[config.mk]
export PLATFORM = sky130hd
export DESIGN_NAME = health_tracker_flat
export DESIGN_NICKNAME = d
export VERILOG_FILES = /design/src/rtl/health_tracker_if.sv /design/src/rtl/health_tracker.sv /design/src/flat_wrapper.sv
export SDC_FILE = /design/constraint.sdc
export NUM_CORES = 1
export LEC_CHECK = 0
export BUFFER_PORTS_ARGS = -buffer_cell sky130_fd_sc_hd__clkbuf_2
export CAP_MARGIN = 20
export CORE_MARGIN = 2
export CORE_UTILIZATION = 49
export DETAILED_ROUTE_END_ITERATION = 7
export MAX_ROUTING_LAYER = met4
export PLACE_DENSITY_LB_ADDON = 0.05
export RECOVER_POWER = 25
export SYNTH_ARGS = -nofsm -noshare
export SYNTH_HDL_FRONTEND = slang
export SYNTH_SLANG_ARGS = --single-unit
[constraint.sdc]
create_clock -name i_clk -period 2.4 [get_ports i_clk]
set_clock_uncertainty 0.05 [all_clocks]
set_input_delay 0.48 -clock i_clk [delete_from_list [all_inputs] [get_ports i_clk]]
set_output_delay 0.48 -clock i_clk [all_outputs]
set_load 0.02 [all_outputs]
[src/rtl/health_tracker_if.sv]
// health_tracker_if: groups the per-fighter health tracker request and status
// signals so one bundle connects the game logic, the tracker and the color
// mapper.
//   frame_clk   : vsync-rate frame clock, sampled in the system clock domain
//   hit, damage : hit request and its damage (0..3)
//   heal        : +1 health request
//   round_start : restore full health, return to ALIVE
//   health_count: current health 0..MAX_HEALTH
//   health_mask : thermometer of health_count, bit 0 = leftmost box
//   show_health : 0 blanks the boxes during the blink-off phase
//   invuln/dead : state flags
//   hit_ack     : one-cycle pulse after an accepted hit
// master drives the requests; slave is the tracker.
interface health_tracker_if;
  logic       frame_clk;
  logic       hit;
  logic [1:0] damage;
  logic       heal;
  logic       round_start;
  logic [2:0] health_count;
  logic [4:0] health_mask;
  logic       show_health;
  logic       invuln;
  logic       dead;
  logic       hit_ack;

  modport master (
    output frame_clk, hit, damage, heal, round_start,
    input  health_count, health_mask, show_health, invuln, dead, hit_ack
  );

  modport slave (
    input  frame_clk, hit, damage, heal, round_start,
    output health_count, health_mask, show_health, invuln, dead, hit_ack
  );
endinterface

[src/rtl/health_tracker.sv]
// health_tracker: per-fighter health state machine feeding the five-box
// health display. Counts hits and heals, holds a post-hit invulnerability
// window measured in frames, and produces the box mask and blink enable.
// Ports:
//   i_clk     : system clock, all state on the rising edge
//   i_reset_n : synchronous active-low reset
//   bus       : health_tracker_if.slave (requests in, status out)
// Parameters:
//   MAX_HEALTH    : full health, 1..5
//   INVULN_FRAMES : frame ticks of invulnerability after a non-lethal hit, >=1
//   FLASH_PERIOD  : frames per half-period of the invulnerability blink, >=1
module health_tracker #(
  parameter int MAX_HEALTH    = 5,
  parameter int INVULN_FRAMES = 60,
  parameter int FLASH_PERIOD  = 8
) (
  input  logic             i_clk,
  input  logic             i_reset_n,
  health_tracker_if.slave  bus
);

  localparam int FW = (FLASH_PERIOD > 1) ? $clog2(FLASH_PERIOD) : 1;
  localparam logic [2:0]    MAX_H    = 3'(MAX_HEALTH);
  localparam logic [6:0]    INV_LOAD = 7'(INVULN_FRAMES);
  localparam logic [FW-1:0] FL_LAST  = FW'(FLASH_PERIOD - 1);

  typedef enum logic [1:0] {
    ST_ALIVE  = 2'd0,
    ST_INVULN = 2'd1,
    ST_DEAD   = 2'd2
  } state_t;

  state_t        r_state,     w_state_nxt;
  logic [2:0]    r_health,    w_health_nxt;
  logic [6:0]    r_inv_cnt,   w_inv_nxt;
  logic [FW-1:0] r_flash_cnt, w_flash_nxt;
  logic          r_show,      w_show_nxt;
  logic          r_hit_ack,   w_ack_nxt;
  logic          r_frame_d;

  logic          w_tick;
  logic [2:0]    w_dmg;
  logic [2:0]    w_sub;
  logic [2:0]    w_inc;
  logic [4:0]    w_mask;
  logic          w_invuln;
  logic          w_dead;

  // One-cycle pulse on each sampled rising edge of the frame clock.
  assign w_tick = bus.frame_clk & ~r_frame_d;
  assign w_dmg  = {1'b0, bus.damage};
  // Saturating subtract / increment on the health register.
  assign w_sub  = (r_health > w_dmg) ? (r_health - w_dmg) : 3'd0;
  assign w_inc  = (r_health < MAX_H) ? (r_health + 3'd1) : r_health;

  // State register
  always_ff @(posedge i_clk) begin
    if (!i_reset_n) begin
      r_state     <= ST_ALIVE;
      r_health    <= MAX_H;
      r_inv_cnt   <= '0;
      r_flash_cnt <= '0;
      r_show      <= 1'b1;
      r_hit_ack   <= 1'b0;
      r_frame_d   <= 1'b0;
    end else begin
      r_state     <= w_state_nxt;
      r_health    <= w_health_nxt;
      r_inv_cnt   <= w_inv_nxt;
      r_flash_cnt <= w_flash_nxt;
      r_show      <= w_show_nxt;
      r_hit_ack   <= w_ack_nxt;
      r_frame_d   <= bus.frame_clk;
    end
  end

  // Next-state logic. round_start beats hit, hit beats heal.
  always_comb begin
    w_state_nxt  = r_state;
    w_health_nxt = r_health;
    w_inv_nxt    = r_inv_cnt;
    w_flash_nxt  = r_flash_cnt;
    w_show_nxt   = r_show;
    w_ack_nxt    = 1'b0;
    if (bus.round_start) begin
      w_state_nxt  = ST_ALIVE;
      w_health_nxt = MAX_H;
      w_inv_nxt    = '0;
      w_flash_nxt  = '0;
      w_show_nxt   = 1'b1;
    end else begin
      unique case (r_state)
        ST_ALIVE: begin
          if (bus.hit) begin
            // Accepted even at zero damage; zero damage leaves state alone.
            w_ack_nxt    = 1'b1;
            w_health_nxt = w_sub;
            if (bus.damage != 2'd0) begin
              if (w_sub == 3'd0) begin
                w_state_nxt = ST_DEAD;
                w_show_nxt  = 1'b1;
              end else begin
                w_state_nxt = ST_INVULN;
                w_inv_nxt   = INV_LOAD;
                w_flash_nxt = '0;
                w_show_nxt  = 1'b0;   // blink opens in the off phase
              end
            end
          end else if (bus.heal) begin
            w_health_nxt = w_inc;
          end
        end
        ST_INVULN: begin
          if (bus.heal) w_health_nxt = w_inc;
          if (w_tick) begin
            if (r_inv_cnt == 7'd1) begin
              w_state_nxt = ST_ALIVE;
              w_inv_nxt   = '0;
              w_show_nxt  = 1'b1;
            end else begin
              w_inv_nxt = r_inv_cnt - 7'd1;
              if (r_flash_cnt == FL_LAST) begin
                w_flash_nxt = '0;
                w_show_nxt  = ~r_show;
              end else begin
                w_flash_nxt = r_flash_cnt + FW'(1);
              end
            end
          end
        end
        ST_DEAD: begin
          w_health_nxt = 3'd0;
          w_show_nxt   = 1'b1;
        end
        default: begin
          w_state_nxt = ST_ALIVE;
        end
      endcase
    end
  end

  // Output logic: flags from state, mask from the health register only.
  always_comb begin
    w_invuln = (r_state == ST_INVULN);
    w_dead   = (r_state == ST_DEAD);
    w_mask   = '0;
    for (int i = 0; i < 5; i++) begin
      w_mask[i] = (r_health > 3'(i)) && (i < MAX_HEALTH);
    end
  end

  assign bus.health_count = r_health;
  assign bus.health_mask  = w_mask;
  assign bus.show_health  = r_show;
  assign bus.invuln       = w_invuln;
  assign bus.dead         = w_dead;
  assign bus.hit_ack      = r_hit_ack;

endmodule

[src/flat_wrapper.sv]
// flat-port wrapper written by rule: the top's interface ports become plain ports
module health_tracker_flat 
#(
  parameter int MAX_HEALTH    = 5,
  parameter int INVULN_FRAMES = 60,
  parameter int FLASH_PERIOD  = 8
)
  (i_clk, i_reset_n, bus_frame_clk, bus_hit, bus_damage, bus_heal, bus_round_start, bus_health_count, bus_health_mask, bus_show_health, bus_invuln, bus_dead, bus_hit_ack);
  health_tracker_if bus_i ();
  input  logic i_clk;
  input  logic i_reset_n;
  input wire logic [$bits(bus_i.frame_clk)-1:0] bus_frame_clk;
  input wire logic [$bits(bus_i.hit)-1:0] bus_hit;
  input wire logic [$bits(bus_i.damage)-1:0] bus_damage;
  input wire logic [$bits(bus_i.heal)-1:0] bus_heal;
  input wire logic [$bits(bus_i.round_start)-1:0] bus_round_start;
  output wire logic [$bits(bus_i.health_count)-1:0] bus_health_count;
  output wire logic [$bits(bus_i.health_mask)-1:0] bus_health_mask;
  output wire logic [$bits(bus_i.show_health)-1:0] bus_show_health;
  output wire logic [$bits(bus_i.invuln)-1:0] bus_invuln;
  output wire logic [$bits(bus_i.dead)-1:0] bus_dead;
  output wire logic [$bits(bus_i.hit_ack)-1:0] bus_hit_ack;
  assign bus_i.frame_clk = bus_frame_clk;
  assign bus_i.hit = bus_hit;
  assign bus_i.damage = bus_damage;
  assign bus_i.heal = bus_heal;
  assign bus_i.round_start = bus_round_start;
  assign bus_health_count = bus_i.health_count;
  assign bus_health_mask = bus_i.health_mask;
  assign bus_show_health = bus_i.show_health;
  assign bus_invuln = bus_i.invuln;
  assign bus_dead = bus_i.dead;
  assign bus_hit_ack = bus_i.hit_ack;
  health_tracker #(.MAX_HEALTH(MAX_HEALTH), .INVULN_FRAMES(INVULN_FRAMES), .FLASH_PERIOD(FLASH_PERIOD)) u_core (.i_clk(i_clk), .i_reset_n(i_reset_n), .bus(bus_i));
endmodule
**Word-level counts from Yosys, hierarchy flattened**

Cells that the tools add are included.

- Eq/ne operators: 11
- Reductions and logical operators: 11
- Bitwise operators: 6
- $add $sub $neg: 4
- Order comparisons: 7
- Mux-type cells: 32

Operators with widths:

| kind | number |
|---|---|
| 7-bit 2-to-1 mux | 5 |
| 3-bit 2-to-1 mux | 10 |
| 5-bit AND reduction | 3 |
| 7-bit one-hot mux with 2 select lines | 1 |
| 2-bit 2-to-1 mux | 5 |
| 3-bit one-hot mux with 3 select lines | 1 |
| 7-bit by 1-bit == test with 1-bit output, second input constant | 1 |
| 1-bit 2-to-1 mux | 7 |
| 7-bit by 1-bit subtractor with 7-bit output, second input constant | 1 |
| 3-bit by 1-bit adder with 3-bit output, second input constant | 2 |
| 3-bit by 1-bit greater-than comparator with 1-bit output, second input constant | 2 |
| 3-bit by 2-bit greater-than comparator with 1-bit output, second input constant | 2 |
| 2-bit by 1-bit != test with 1-bit output, second input constant | 3 |
| 2-bit != test, second input constant | 3 |
| 2-bit one-hot mux with 3 select lines | 1 |
| 3-bit one-hot mux with 2 select lines | 1 |
| 6-bit AND reduction | 1 |
| 1-bit NOT | 5 |
| 2-bit nonzero test | 2 |
| 3-bit == test, second input constant | 1 |
| 3-bit by 2-bit greater-than comparator with 1-bit output | 1 |
| 3-bit greater-than comparator, second input constant | 1 |
| 3-bit zero test | 1 |
| 3-bit less-than comparator, second input constant | 1 |
| other kinds (10) | 10 |

- Output and inout port bits: 12
- Flip-flop bits (word level): 18
- Input bits: 8
- Word-level logic and storage cells: 78

**Logic depth before layout (Yosys ltp)**

Gate-level depths: netlist of run 1.

- Word-level depth: 7
- Gate-level depth with buffers: 10
- Mapped depth without buffers: 9

**Worst setup path before layout of run 1**

Ideal clock, no wire load.

- Path type: reg-to-reg
- Start: reg u_core.r_health[0] (netlist: u_core.bus.health_count[0])
- End: reg u_core.r_inv_cnt[2]
- Setup time: 0.116 ns
- Path buffers: 1
- Required time: 2.234 ns
- Cell stages (with the launch flop): 10
- Period minus slack after synthesis: 2.320 ns
- Slack: 0.080 ns
- Arrival: 2.154 ns
- Cells stage by stage: dfxtp_1 > inv_1 > ha_1 > inv_1 > fa_1 > nand2b_1 > a32oi_1 > a41oi_2 > buf_4 > a31o_2

- Cells in the longest elaborated chain, start to end: 5
- Elaborated cells on any way between the ends: 6
- Those cells by class: add/sub (1); order compare (1); eq/ne (1); mux (1); reduce/logical (2)

RTL lines:

| item | line | RTL |
|---|---|---|
| start: declaration | health_tracker.sv:34 | `logic [2:0] r_health, w_health_nxt;` |
| start signal: assignment | health_tracker.sv:68 | `r_health <= w_health_nxt;` |
| 3-bit by 2-bit subtractor with 3-bit output or 3-bit by 2-bit greater-than comparator with 1-bit output (tied branches) | health_tracker.sv:53 | `assign w_sub = (r_health > w_dmg) ? (r_health - w_dmg) : 3'd0;` |
| 3-bit 2-to-1 mux (*) | health_tracker.sv:53 |  |
| 3-bit zero test (*) | health_tracker.sv:99 | `if (w_sub == 3'd0) begin` |
| 2-bit != test (no line) (*) | n/a |  |
| 5-bit AND reduction (no line) (*) | n/a |  |
| end signal: assignment | health_tracker.sv:69 | `r_inv_cnt <= w_inv_nxt;` |
| end: declaration | health_tracker.sv:35 | `logic [6:0] r_inv_cnt, w_inv_nxt;` |

Mark *: on every way between the ends. The rest lies on a longest branch, timed or not.
A chain may end at the register's enable or synchronous reset.

**Worst setup path in the final report of run 1**

- Start: reg u_core.r_health[0] (netlist: u_core.bus.health_count[0])
- End: reg u_core.r_inv_cnt[4]

The elaborated chain is that of the path after synthesis.

==> impl_metrics.csv, run 1 <==
group,metric,value,unit
status,status,"complete, no violations",
yosys,synth_nets,189,
cells_and_area,drive_gt1_share,20.51,%
sta,slew_headroom,69.42,%
sta,drv_slew,0,
route,postRouteAntennaNets,0,
clock_network,cts_tree,"built",
sta,fmax,444.3,MHz
power,power_leakage,0.6814,nW
power,powerDensity,499.5,nW/µm²
sta,tightest_slew,0.4581,ns
worst_setup_path,crit_type,"register to register",
floorplanning,row_count,19,
grt,grt_pass1_wl,5.664,mm
grt,grt_max_degree,18,
route,drtIter0Drc,65,
grt,grt_use_total,22.30,%
yosys,synth_edf_count,0,
clock_network,clk_pin_slew,0.11,ns
floorplanning,coreArea,2734,µm²
sta,fin_crit,2.250,ns
yosys,synthCells,166,
cells_and_area,syn2layout_area_growth,16.67,%
placed_design,gp_congestion,0.8865,
yosys,postSynthAreaPerCell,8.366,µm²
sta,hold_viol_final,0,
worst_hold_path,hold_class,"primary input to register",
worst_setup_path,endpoint_kind,"register",
placed_design,preCtsSetupSlack,-0.05365,ns
yosys,yosys.area.top_type,"dfxtp_1",
cells_and_area,nets,219,
flow_run,drv_cap,0,
floorplanning,die-area,3276,µm²
power,ir_drop,0.3326,mV
yosys,synth_area_leaders,"dfxtp_1 26%, ha_1 13%, nand2b_1 5.0%, nand2_1 3.8%, inv_1 3.5%",
sta,setup_viol,0,
yosys,synthArstFlopShare,0,%
yosys,synth_ff_type,"dfxtp_1",
sta,setup_tns,0,ns
power,p_total,0.8093,mW
grt,overflow,0,
clock_network,cts.sinks,18,
route,first_pass_iters,4,
placed_design,io_buffers,19,
yosys,synth_top_cell_area_share,25.95,%
sta,period_share,93.77,%
worst_setup_path,crit_slowest_cell,"fa_2",
clock_network,cts_buffers,3,
floorplanning,ios,20,
route,drt-wirelength-per-cell,14.71,µm
floorplanning,fp.dieW,57.24,µm
cells_and_area,antenna_cells,0,
yosys,yosysSeqAreaShare,25.95,%
worst_setup_path,start_kind,"register",
route,vias,1347,
yosys,ys_ff_latch,18,
sta,setup_slack,0.1495,ns
route,vias_per_cell,5.960,
grt,grt_pass1_vias,1270,
worst_setup_path,critPathMaxStageDelay,0.37,ns
yosys,ys_warn_count,0,
worst_setup_path,worstPathRequired,2.55,ns
worst_setup_path,arrival,2.40,ns
yosys,synth_cell_type_count,46,
yosys,synthesis.area,1389,µm²
clock_network,cts_root_buf,"clkbuf_4",
route,wirelength,3.325,mm
sta,holdWs,0.3706,ns
floorplanning,fp.dieH,57.24,µm
clock_network,htree_levels,1,
route,route.detailed.drc,0,
clock_network,cts_buffer_depth,2,
placed_design,dp_hpwl,2.522,mm
sta,rsz0062_at_grt,"no",
grt,antenna_found_initial,0,
placed_design,placed_cell_area,1575,µm²
cells_and_area,fin_area,1620,µm²
floorplanning,start_util,50.80,%
clock_network,clock_latency,0.30,ns
worst_setup_path,crit_chain,"inv_2 > ha_1 > inv_1 > fa_2 > nand2b_1 > a32oi_2 > a41oi_2 > buf_4 > and2_1 > o21a_1",
worst_setup_path,worst-path-max-fanout,7,
final timing paths:
| check | from | end | slack (ns) | depth (start not counted) |
|---|---|---|---|---|
| min | i_reset_n | u_core.r_frame_d | 0.37 | 2 |
| min reg2reg | u_core.r_flash_cnt[1] | u_core.r_flash_cnt[1] | 0.44 | 2 |
| max | u_core.bus.health_count[0] | u_core.r_inv_cnt[4] | 0.15 | 10 |
| max reg2reg | u_core.bus.health_count[0] | u_core.r_inv_cnt[4] | 0.15 | 10 |
logic make-up (layout without fill, tap and decap cells):
group	after synthesis	in the layout	synth area share, %
AOI/OAI and AO/OA	53	53	28.47
adders and majority gates	15	15	14.05
buffers and inverters	18	47	5.676
DFF	18	18	25.95
muxes	1	1	0.8108
and+or+nand+nor	61	61	25.05
cell usage in the layout (no fill, tap or decap), types with 3 or more instances in the layout:
cell | Yosys | routed
a21oi_1 | 8 | 8
a31oi_1 | 4 | 4
and2_1 | 5 | 5
buf_4 | 1 | 11
clkbuf_1 | 3 | 6
clkbuf_2 | 0 | 13
clkbuf_4 | 0 | 3
dfxtp_1 | 18 | 18
ha_1 | 14 | 14
inv_1 | 13 | 12
nand2_1 | 14 | 14
nand2b_1 | 11 | 11
nand3_1 | 5 | 5
nand3b_1 | 3 | 3
nor2_1 | 8 | 7
nor2b_1 | 3 | 3
o21a_1 | 4 | 4
o21ai_0 | 9 | 9
o22ai_1 | 4 | 4
o31ai_1 | 4 | 4
layer usage:
| metal | global-route usage, % | part of all wire (%) | up-vias | wire length (µm) |
|---|---|---|---|---|
| li1 | - | - | 668 | - |
| met1 | 30.48 | 47 | 626 | 1547 |
| met2 | 34.48 | 46 | 46 | 1541 |
| met3 | 2.268 | 5.6 | 7 | 187 |
| met4 | 7.641 | 1.4 | 0 | 48 |
| met5 | - | 0 | - | 0 |
sequential cells by signal, indices dropped and copies added (netlist names):
name                     count
u_core.r_flash_cnt           3
u_core.r_state               2
u_core.r_frame_d             1
u_core.bus.hit_ack           1
u_core.r_inv_cnt             7
u_core.bus.health_count      3
u_core.bus.show_health       1
cell type report:
| cell class | instances | area (µm²) |
|---|---|---|
| Fill cell | 268 | 1114 |
| Timing Repair Buffer | 30 | 170.2 |
| Inverter | 13 | 48.80 |
| Multi-Input combinational cell | 130 | 965.9 |
| Clock buffer | 4 | 36.28 |
| Tap cell | 31 | 38.79 |
| Sequential cell | 18 | 360.3 |
power by group:
part	internal, mW	switching [mW]	total [mW]	leakage (nW)
Sequential	0.313	0.0188	0.332	0.147
Clock	0.0925	0.102	0.194	0.0210
Combinational	0.124	0.159	0.283	0.514
Yosys cell counts, types with 3 or more instances:
master,count
o31ai_1,4
nand2_1,14
nand3_1,5
o21ai_0,9
nand3b_1,3
dfxtp_1,18
a21oi_1,8
a31oi_1,4
nor2_1,8
o22ai_1,4
a21boi_1,3
clkbuf_1,3
ha_1,14
nand2b_1,11
inv_1,13
nor2b_1,3
o21a_1,4
and2_1,5
what timing repair did:
item	4_1_cts	5_1_grt
buffers inserted	0	0
hold buffers	0	0
gates resized for setup	0	5
endpoints found under the setup margin	0	9
metrics by stage:
| stage | instances | util, % |
|---|---|---|
| after floorplan | 166 | - |
| after global placement | 222 | 57.62 |
| after detailed placement | 222 | 57.62 |
| after CTS | 226 | 58.95 |
| after global routing | 226 | 59.27 |
| final | 226 | 59.27 |
critical path, delay by kind of cell, from the launching register on:
| family | cells | cell delay, ns |
|---|---|---|
| buffers and inverters | 3 | 0.33 |
| AND/OR/NAND/NOR | 2 | 0.32 |
| flip-flops | 1 | 0.34 |
| adder cells (fa/ha/maj) | 2 | 0.53 |
| AO/OA/AOI/OAI | 3 | 0.59 |
(Power assumes the default switching activity.)
==> inputs of run 2 (changes only) <==
clock period = 2 ns   (was 2.4 ns; I/O delays follow)
==> run 2 against run 1 <==
Effect of this change: the run now ends with negative setup slack left; clock-buffer cell count did not move; design area increased by 9.3%; non-clock buffer count increased by 8; worst hold slack lost 0.083 ns; critical path type unchanged; critical endpoint is now u_core.r_flash_cnt[2]; highest routed layer unchanged.
==> impl_metrics.csv, run 2 (same netlist as run 1, synthesis figures left out) <==
group,metric,value,unit
status,status,"complete, but fails checks",
status,violations,"negative setup slack",
sta,setup_slack,-0.1387,ns
floorplanning,fp.dieW,57.24,µm
route,postRouteAntennaNets,0,
worst_setup_path,crit_type,"register to register",
power,p_total,1.043,mW
cells_and_area,layout_common_cells,"17 x buf_4, 17 x clkbuf_2, 15 x dfxtp_1",
cells_and_area,drive_gt1_share,33.00,%
placed_design,gp_congestion,0.9195,
worst_setup_path,crit_slowest_cell,"fa_2",
worst_setup_path,endpoint_kind,"register",
sta,hold_viol_final,0,
sta,setup_tns,-1.214,ns
cells_and_area,instances_no_fill,234,
sta,fin_crit,2.139,ns
power,seq_power_share,37.9,%
placed_design,dp_hpwl,2.662,mm
route,wirelength,3.579,mm
cells_and_area,syn2layout_area_growth,27.48,%
placed_design,dp.cells,227,
power,pwr-share-clk,22.4,%
cells_and_area,antenna_cells,0,
floorplanning,row_count,19,
sta,tightest_slew,0.4329,ns
sta,drv_slew,0,
worst_hold_path,hold_class,"primary input to register",
clock_network,htree_levels,1,
route,drt-wirelength-per-cell,15.29,µm
power,power_leakage,0.7542,nW
grt,grt_use_total,24.35,%
sta,rsz0062_at_grt,"yes",
power,p_switching,0.3636,mW
worst_setup_path,crit_chain,"inv_4 > ha_4 > inv_2 > fa_2 > o311ai_4 > a41oi_2 > buf_6 > a21boi_4 > o22ai_1",
clock_network,clk_pin_slew,0.11,ns
route,vias_per_cell,5.919,
sta,fmax,467.6,MHz
floorplanning,coreArea,2734,µm²
grt,overflow,0,
power,ir_drop,0.6448,mV
floorplanning,fp.dieH,57.24,µm
flow_run,drv_cap,0,
clock_network,cts_tree,"built",
sta,period_share,106.9,%
route,vias,1385,
power,switching_share,34.87,%
grt,grt_pass1_wl,6.078,mm
worst_setup_path,worst-path-max-fanout,7,
route,route.detailed.drc,0,
placed_design,io_buffers,19,
cells_and_area,largest_register,"u_core.r_inv_cnt",
worst_setup_path,start_kind,"register",
clock_network,cts.sinks,18,
worst_setup_path,worstPathRequired,2.14,ns
clock_network,clock_latency,0.30,ns
sta,setup_viol,11,
clock_network,cts_buffer_depth,2,
power,p_int,0.6790,mW
placed_design,preCtsSetupSlack,-0.3196,ns
grt,antenna_found_initial,0,
cells_and_area,largest_reg_flops,7,
clock_network,cts_root_buf,"clkbuf_4",
floorplanning,ios,20,
grt,grt_pass1_vias,1292,
worst_setup_path,arrival,2.28,ns
clock_network,cts_buffers,3,
cells_and_area,nets,227,
route,first_pass_iters,4,
grt,grt_max_degree,18,
power,powerDensity,588.9,nW/µm²
sta,slew_headroom,71.03,%
power,comb_power_share,39.7,%
route,drtIter0Drc,42,
floorplanning,start_util,50.80,%
floorplanning,die-area,3276,µm²
worst_setup_path,critPathMaxStageDelay,0.54,ns
==> run 2: layer usage <==
metal  part of all wire [%]  up-vias  global-route usage (%)
met4                    2.2        0                   5.648
met3                    5.2       10                   6.576
li1                       -      681                       -
met1                     47      648                   32.07
met5                      0        -                       -
met2                     46       46                   37.44
==> run 2: worst paths after layout <==
check / cells past startpoint / endpoint / start / slack (ns)
worst max register to register: 9 / u_core.r_flash_cnt[2] / u_core.bus.health_count[0] / -0.14
worst min register to register: 2 / u_core.r_flash_cnt[2] / u_core.r_flash_cnt[2] / 0.44
worst max-delay path: 9 / u_core.r_flash_cnt[2] / u_core.bus.health_count[0] / -0.14
worst min-delay path: 2 / u_core.r_frame_d / i_reset_n / 0.29
==> run 2: critical path: cells and delay by family, from the launching register on <==
family,cells,cell delay (ns)
adders and majority gates,2,0.67
AOI/OAI and AO/OA,4,0.66
DFF,1,0.37
buffers and inverters,3,0.27
==> run 2: layout make-up <==
type / count / area (µm²)
multi-input combinational: 130 / 1032
tap: 31 / 38.79
timing repair buffer: 38 / 242.7
clock buffer: 4 / 36.28
sequential: 18 / 369.1
fill: 235 / 963.4
inverter: 13 / 51.30
==> run 2: timing repair <==
| item | in CTS | in global routing |
|---|---|---|
| buffers inserted | 2 | 0 |
| pin swaps | 4 | 2 |
| gates cloned | 1 | 0 |
| endpoints found under the setup margin | 11 | 16 |
| resized for setup | 7 | 9 |
| hold buffers | 0 | 0 |
==> run 2: through the flow <==
step	hold WS (ns)	util (%)	area, µm²
final	0.2877	64.76	1770
after global routing	0.2944	64.76	1770
after CTS	0.2827	63.57	1738
after detailed placement	0.4207	60.46	1653
after global placement	0.4056	60.46	1653
after floorplan	0.3999	-	1433
==> run 2: power by group through the flow <==
stage	clock network, mW	logic [mW]	registers (mW)
after global routing	0.254	0.450	0.398
after global placement	0	0.348	0.403
after floorplan	0	0.239	0.410
after CTS	0.237	0.389	0.395
after detailed placement	0	0.361	0.404
final	0.233	0.414	0.396
